$ cat src/rtl/mem_port_arbiter.sv
// rtl/mem_port_arbiter.sv - single-port memory arbiter shared by fetch and execute stages
//
// Purpose:
//   Grants one of the fetch (if_*) or execute (dm_*) requests per cycle, drives the
//   memory port combinationally in the grant cycle and routes returned read data to
//   the issuing stage through a MEM_LAT-deep {valid, owner} tag pipeline.
//   Optional fairness is built when the macro ARB_FAIR_EN is defined.
//
// Ports:
//   clk, rst_n                    clock, asynchronous active-low reset
//   if_req/if_addr                fetch read request, held until if_gnt
//   if_gnt/if_rvalid/if_rdata     fetch grant and read return
//   dm_req/dm_we/dm_addr/dm_wdata execute load/store request, held until dm_gnt
//   dm_gnt/dm_rvalid/dm_rdata     execute grant and load return
//   mem_read_en/mem_write_en      memory strobes
//   mem_addr/mem_wdata/mem_rdata  memory address, write data, read data
//   busy                          any read in flight
module mem_port_arbiter #(
  parameter int ADDR_W     = 32,
  parameter int DATA_W     = 32,
  parameter int MEM_LAT    = 1,
  parameter int STARVE_MAX = 4
) (
  input  logic              clk,
  input  logic              rst_n,
  input  logic              if_req,
  input  logic [ADDR_W-1:0] if_addr,
  output logic              if_gnt,
  output logic              if_rvalid,
  output logic [DATA_W-1:0] if_rdata,
  input  logic              dm_req,
  input  logic              dm_we,
  input  logic [ADDR_W-1:0] dm_addr,
  input  logic [DATA_W-1:0] dm_wdata,
  output logic              dm_gnt,
  output logic              dm_rvalid,
  output logic [DATA_W-1:0] dm_rdata,
  output logic              mem_read_en,
  output logic              mem_write_en,
  output logic [ADDR_W-1:0] mem_addr,
  output logic [DATA_W-1:0] mem_wdata,
  input  logic [DATA_W-1:0] mem_rdata,
  output logic              busy
);

  generate
    if (MEM_LAT < 1) begin : g_bad_lat
      $error("mem_port_arbiter: MEM_LAT must be >= 1");
    end
  endgenerate

  // Tag pipeline: stage 0 is loaded in the grant cycle, stage MEM_LAT-1 lines up
  // with mem_rdata. Owner bit: 1 = execute, 0 = fetch.
  logic [MEM_LAT-1:0] tag_vld_q, tag_vld_d;
  logic [MEM_LAT-1:0] tag_own_q, tag_own_d;

  logic force_if;
  logic dm_win;
  logic if_win;
  logic rd_push;
  logic ret_vld;
  logic ret_own;

`ifdef ARB_FAIR_EN
  // Extra bit keeps the width non-zero and lets the counter hold STARVE_MAX itself.
  localparam int CNT_W = $clog2(STARVE_MAX + 2);

  logic [CNT_W-1:0] starve_q, starve_d;

  assign force_if = (starve_q >= CNT_W'(STARVE_MAX));

  always_comb begin
    starve_d = starve_q;
    if (!if_req || if_win) begin
      starve_d = '0;
    end else if (starve_q < CNT_W'(STARVE_MAX)) begin
      starve_d = starve_q + CNT_W'(1);
    end
  end

  always_ff @(posedge clk or negedge rst_n) begin
    if (!rst_n) begin
      starve_q <= '0;
    end else begin
      starve_q <= starve_d;
    end
  end
`else
  assign force_if = 1'b0;
`endif

  // Execute wins by default: it holds the older instruction, so letting fetch
  // block it could deadlock the pipeline. Grants are forced low during reset.
  assign dm_win  = rst_n & dm_req & ~(force_if & if_req);
  assign if_win  = rst_n & if_req & ~dm_win;
  assign rd_push = if_win | (dm_win & ~dm_we);

  assign if_gnt       = if_win;
  assign dm_gnt       = dm_win;
  assign mem_read_en  = rd_push;
  assign mem_write_en = dm_win & dm_we;
  assign mem_addr     = dm_win ? dm_addr : if_addr;
  assign mem_wdata    = dm_wdata;

  always_comb begin
    tag_vld_d    = tag_vld_q;
    tag_own_d    = tag_own_q;
    tag_vld_d[0] = rd_push;
    tag_own_d[0] = dm_win;
    for (int i = 1; i < MEM_LAT; i++) begin
      tag_vld_d[i] = tag_vld_q[i-1];
      tag_own_d[i] = tag_own_q[i-1];
    end
  end

  always_ff @(posedge clk or negedge rst_n) begin
    if (!rst_n) begin
      tag_vld_q <= '0;
      tag_own_q <= '0;
    end else begin
      tag_vld_q <= tag_vld_d;
      tag_own_q <= tag_own_d;
    end
  end

  assign ret_vld   = tag_vld_q[MEM_LAT-1];
  assign ret_own   = tag_own_q[MEM_LAT-1];
  assign if_rvalid = ret_vld & ~ret_own;
  assign dm_rvalid = ret_vld & ret_own;
  assign if_rdata  = if_rvalid ? mem_rdata : '0;
  assign dm_rdata  = dm_rvalid ? mem_rdata : '0;
  assign busy      = |tag_vld_q;

endmodule

$ cat config.mk
export PLATFORM = sky130hd
export DESIGN_NAME = mem_port_arbiter
export DESIGN_NICKNAME = d
export VERILOG_FILES = /design/src/rtl/mem_port_arbiter.sv
export SDC_FILE = /design/constraint.sdc
export NUM_CORES = 1
export LEC_CHECK = 0
export ABC_CLOCK_PERIOD_IN_PS = 1210
export CAP_MARGIN = 20
export CORE_AREA = 5 5 100 102
export DETAILED_ROUTE_END_ITERATION = 16
export DIE_AREA = 0 0 105 107
export GPL_TIMING_DRIVEN = 1
export PLACE_DENSITY = 0.66
export SYNTH_ARGS = -nofsm -noshare
export SYNTH_HDL_FRONTEND = slang
export SYNTH_SLANG_ARGS = --single-unit
$ cat constraint.sdc
create_clock -name clk -period 1.21 [get_ports clk]
set_input_delay 0.1815 -clock clk [delete_from_list [all_inputs] [get_ports clk]]
set_output_delay 0.1815 -clock clk [all_outputs]
set_load 0.03 [all_outputs]
### Word-level counts from Yosys, hierarchy flattened

Cells that the tools add are included.

* flip-flop bits (word level): 2
* bits of input ports: 133
* output and inout bits: 135
* word-level logic and storage cells: 16

* mux-type cells: 3
* bitwise operators: 11

Operator list (count)
* 32-bit two-way mux: 3
* 1-bit bitwise AND: 7
* 1-bit inverter: 3
* 1-bit OR: 1

### Longest topological paths before layout

* depth in word-level cells: 4
* gate-level depth with buffers: 3
* gate-level depth less buffers: 2

### Worst setup path before layout

No wires, ideal clock.

* path kind: register to output
* start point: register tag_vld_q, in the netlist busy
* end point: output if_rdata[22]
* arrival: 1383 ps
* data required time: 1028 ps
* slack: -354 ps
* cell stages (with the launch flop): 4
* buffers on the path: 1
* cells stage by stage: dfrtp_1 nor2b_4 buf_2 and2_1

* longest elaborated chain between the ends: 2

RTL lines
* start, declared: RTL line 54 `logic [MEM_LAT-1:0] tag_vld_q, tag_vld_d;`
* start signal, assigned: RTL line 121 `tag_vld_q <= tag_vld_d;`
* 1-bit bitwise AND: RTL line 128 `assign if_rvalid = ret_vld & ~ret_own;`
* net if_rvalid: RTL line 29 `output logic if_rvalid,`
* 32-bit two-way mux: RTL line 130 `assign if_rdata = if_rvalid ? mem_rdata : '0;`
* end, declared: RTL line 30 `output logic [DATA_W-1:0] if_rdata,`

The timed path passes the listed nets, and every way through them passes these cells.

### Worst setup path in the final report

* start point: register tag_own_q, in the netlist ret_own
* end point: output if_rdata[9]

* longest elaborated chain between the ends: 3

RTL lines
* start, declared: RTL line 55 `logic [MEM_LAT-1:0] tag_own_q, tag_own_d;`
* start signal, assigned: RTL line 122 `tag_own_q <= tag_own_d;`
* 1-bit inverter: RTL line 128
* 1-bit bitwise AND: RTL line 128
* 32-bit two-way mux: RTL line 130

Every way passes these cells.

==> summary.md <==
| Metric | Value |
|---|---|
| Synth Instances | 152 |
| Initial antenna violation count | 0 |
| Most frequent cells in the layout | 100 x buf_6, 91 x clkdlybuf4s50_1, 32 x mux2_4, 32 x and2_4, 25 x and3_2 |
| Mapped Area | around 1300 um^2 |
| First-pass GRT wire length | around 11000 um |
| Fmax | just under 700 MHz |
| CP Launch Point | ret_own |
| HPWL after detailed placement | 5360 um |
| Netlist cell types | 18 |
| Initial core utilization | 14.4% |
| CTS root buf | clkbuf_8 |
| Layout cell share with drive strength beyond 1 | 67.4% |
| Outcome | complete, but fails checks |
| RSZ-0062 raised after global routing | true |
| Largest net degree at the start of global routing | 34 |
| Crit path max fanout | 7 |
| H-Tree Depth | 1 |
| Port bufs | 203 |
| Peak VDD IR | 0.388 mV |
| 1st-pass router iterations | 2 |
| Violated checks | negative setup slack |
| DR top layer | met4 |
| Final GP Congestion | 0.719 |
| Mean Syn Cell Area | 8.56 um^2 |
| Count of state elements after synthesis | 2 |
| Full die area | between 10000 and 15000 um^2 |
| Sequential area share after synthesis | 3.85% |
| Iter 0 DRT Violations | 26 |
| Worst Setup End Kind | primary output |
| M1 WL | 2440 um |
| Ys async rst share | 100% |
| Number of CTS-inserted buffers | 3 |
| Slew @ Worst Pin | 0.185 ns |
| Met3 wire len | around 1200 um |
| Pwr Total | between 1500 and 2000 uW |
| Syn nets | 285 |
| Met2 WL | 3460 um |
| Critical path arrival | 1.28 ns |
| Slew headroom | between 80 and 90% |
| DR WL/cell | about 16 um |
| Req. time, crit path | approximately 1.0 ns |
| Fin nets | between 400 and 500 |
| Fin. Hold Viols | 0 |
| Detail Route Antenna Nets | 0 |
| Startpoint types | flop |
| YS warnings | 0 |
| Ports | 268 |
| Area grow syn2layout | 193% |
| Die Wd | 105 um |
| Vias/cell | 4.06 |
| Tcrit/Tclk final | 121% |
| Vias | 1820 |
| Worst-path clk slew | 0.03 ns |
| GRT Total Usage | 11.7% |
| TritonCTS clock tree | yes |
| Post-Route WL | 7080 um |
| Seq. cell area | 52.6 um^2 |
| Final setup violation count | 67 |
| Final core utilization | a little over two fifths |
| Leak pwr | 0.00190 uW |
| Period minus WS final | roughly 1.5 ns |
| Total core area | 9020 um^2 |
| Clock Sinks | 2 |
| Die Ht | 107 um |
| CTS max path bufs | 2 |
| GRT overflow | 0 |
| Minimum hold slack | 0.363 ns |
| Final worst slack | -0.254 ns |
| Drt drc | 0 |
| HP Start | dm_wdata[12] |
| Commonest non-fill, non-tap cell in the layout | buf_6 |
| Main synth FF type | dfrtp_1 |
| Vias in the first global route | roughly 2000 |
| ANT cells | 0 |
| Multi-input gate area | about 1100 um^2 |
| Critical Setup Path Class | reg -> out |
| Post-synth EDFFs | 0 |
| Max-slew violation count | 0 |
| FILL cells | about 840 |
| Max Cap Violations | 0 |
| Placement Rows | 35 |
| CP endpoint | if_rdata[9] |
| Hold Crit Class | in -> out |
| PD cells | 482 nW/um^2 |
==> power breakdown <==
part / internal [uW] / switching, uW
combinational: 853 / 617
sequential: 71.9 / 8.70
clock: 225 / 66.2
total: 1150 / 692
==> cell usage after synthesis (2+ instances only) <==
master | n | area share, %
clkbuf_1 | 6 | 1.7
clkbuf_2 | 2 | 0.77
mux2_2 | 3 | 2.6
dfrtp_1 | 2 | 3.8
buf_6 | 3 | 2.6
mux2_4 | 29 | 33
and3_1 | 33 | 16
buf_4 | 32 | 18
and2_1 | 33 | 16
==> per-layer routing <==
| layer | vias to the layer above | track usage, % |
|---|---|---|
| li1 | 856 | - |
| met1 | 804 | 11.6 |
| met2 | 156 | 21.3 |
| met3 | 4 | 7.34 |
| met4 | 0 | 1.00 |
| met5 | - | 0 |
==> timing repair <==
action / in CTS / in global routing
pin swaps: 16 / 18
endpoints found under the setup margin: 103 / 97
hold buffers: 1 / 0
hold endpoints to repair: 2 / 0
gates cloned: 6 / 0
resized for setup: 303 / 33
setup buffers: 9 / 2
==> sequential cells by signal, summed over array words and instances, names as in the netlist <==
register,count
ret_own,1
busy,1
==> stage by stage <==
| step | instances | worst slack (ns) | setup TNS (ns) | cell area [um^2] |
|---|---|---|---|---|
| floorplan | 152 | -0.117 | -1.82 | 1390 |
| global placement | 432 | -0.859 | -27.44 | 3230 |
| detailed placement | 432 | -0.872 | -27.93 | 3230 |
| CTS | 451 | -0.274 | -15.73 | 3840 |
| global route | 448 | -0.307 | -17.00 | 3820 |
| finish | 448 | -0.254 | -13.57 | 3820 |
==> worst min-delay path by stage <==
stage,endpoint,slack (ns),cells past startpoint
3_3_place_gp,mem_wdata[0],0.36,0
5_1_grt,mem_wdata[25],0.36,0
4_1_cts,mem_wdata[0],0.36,0
2_1_floorplan,busy,-0.11,0
6_report,mem_wdata[12],0.36,0
3_5_place_dp,mem_wdata[0],0.36,0
==> critical path: stages, from the launching register on <==
cell and delay [ns]:
dfrtp_2 0.46, nor2b_4 0.19, buf_6 0.15, and2_4 0.15, buf_12 0.11
==> layout make-up <==
cell class	instances	share of cell area [%]
clock buffers	4	1.18
inverters	1	0.0983
multi-input cells	106	29.0
flip-flops and latches	2	1.38
well taps	111	3.64
repair buffers	224	64.7
==> kinds of logic after synthesis <==
family,synth area share [%]
flip-flops,3.85
AND/OR/NAND/NOR,35.3
multiplexers,36.1
AO/OA/AOI/OAI,0.577
buffers and inverters,24.2
Note: power is estimated with default switching activity, not from simulation.
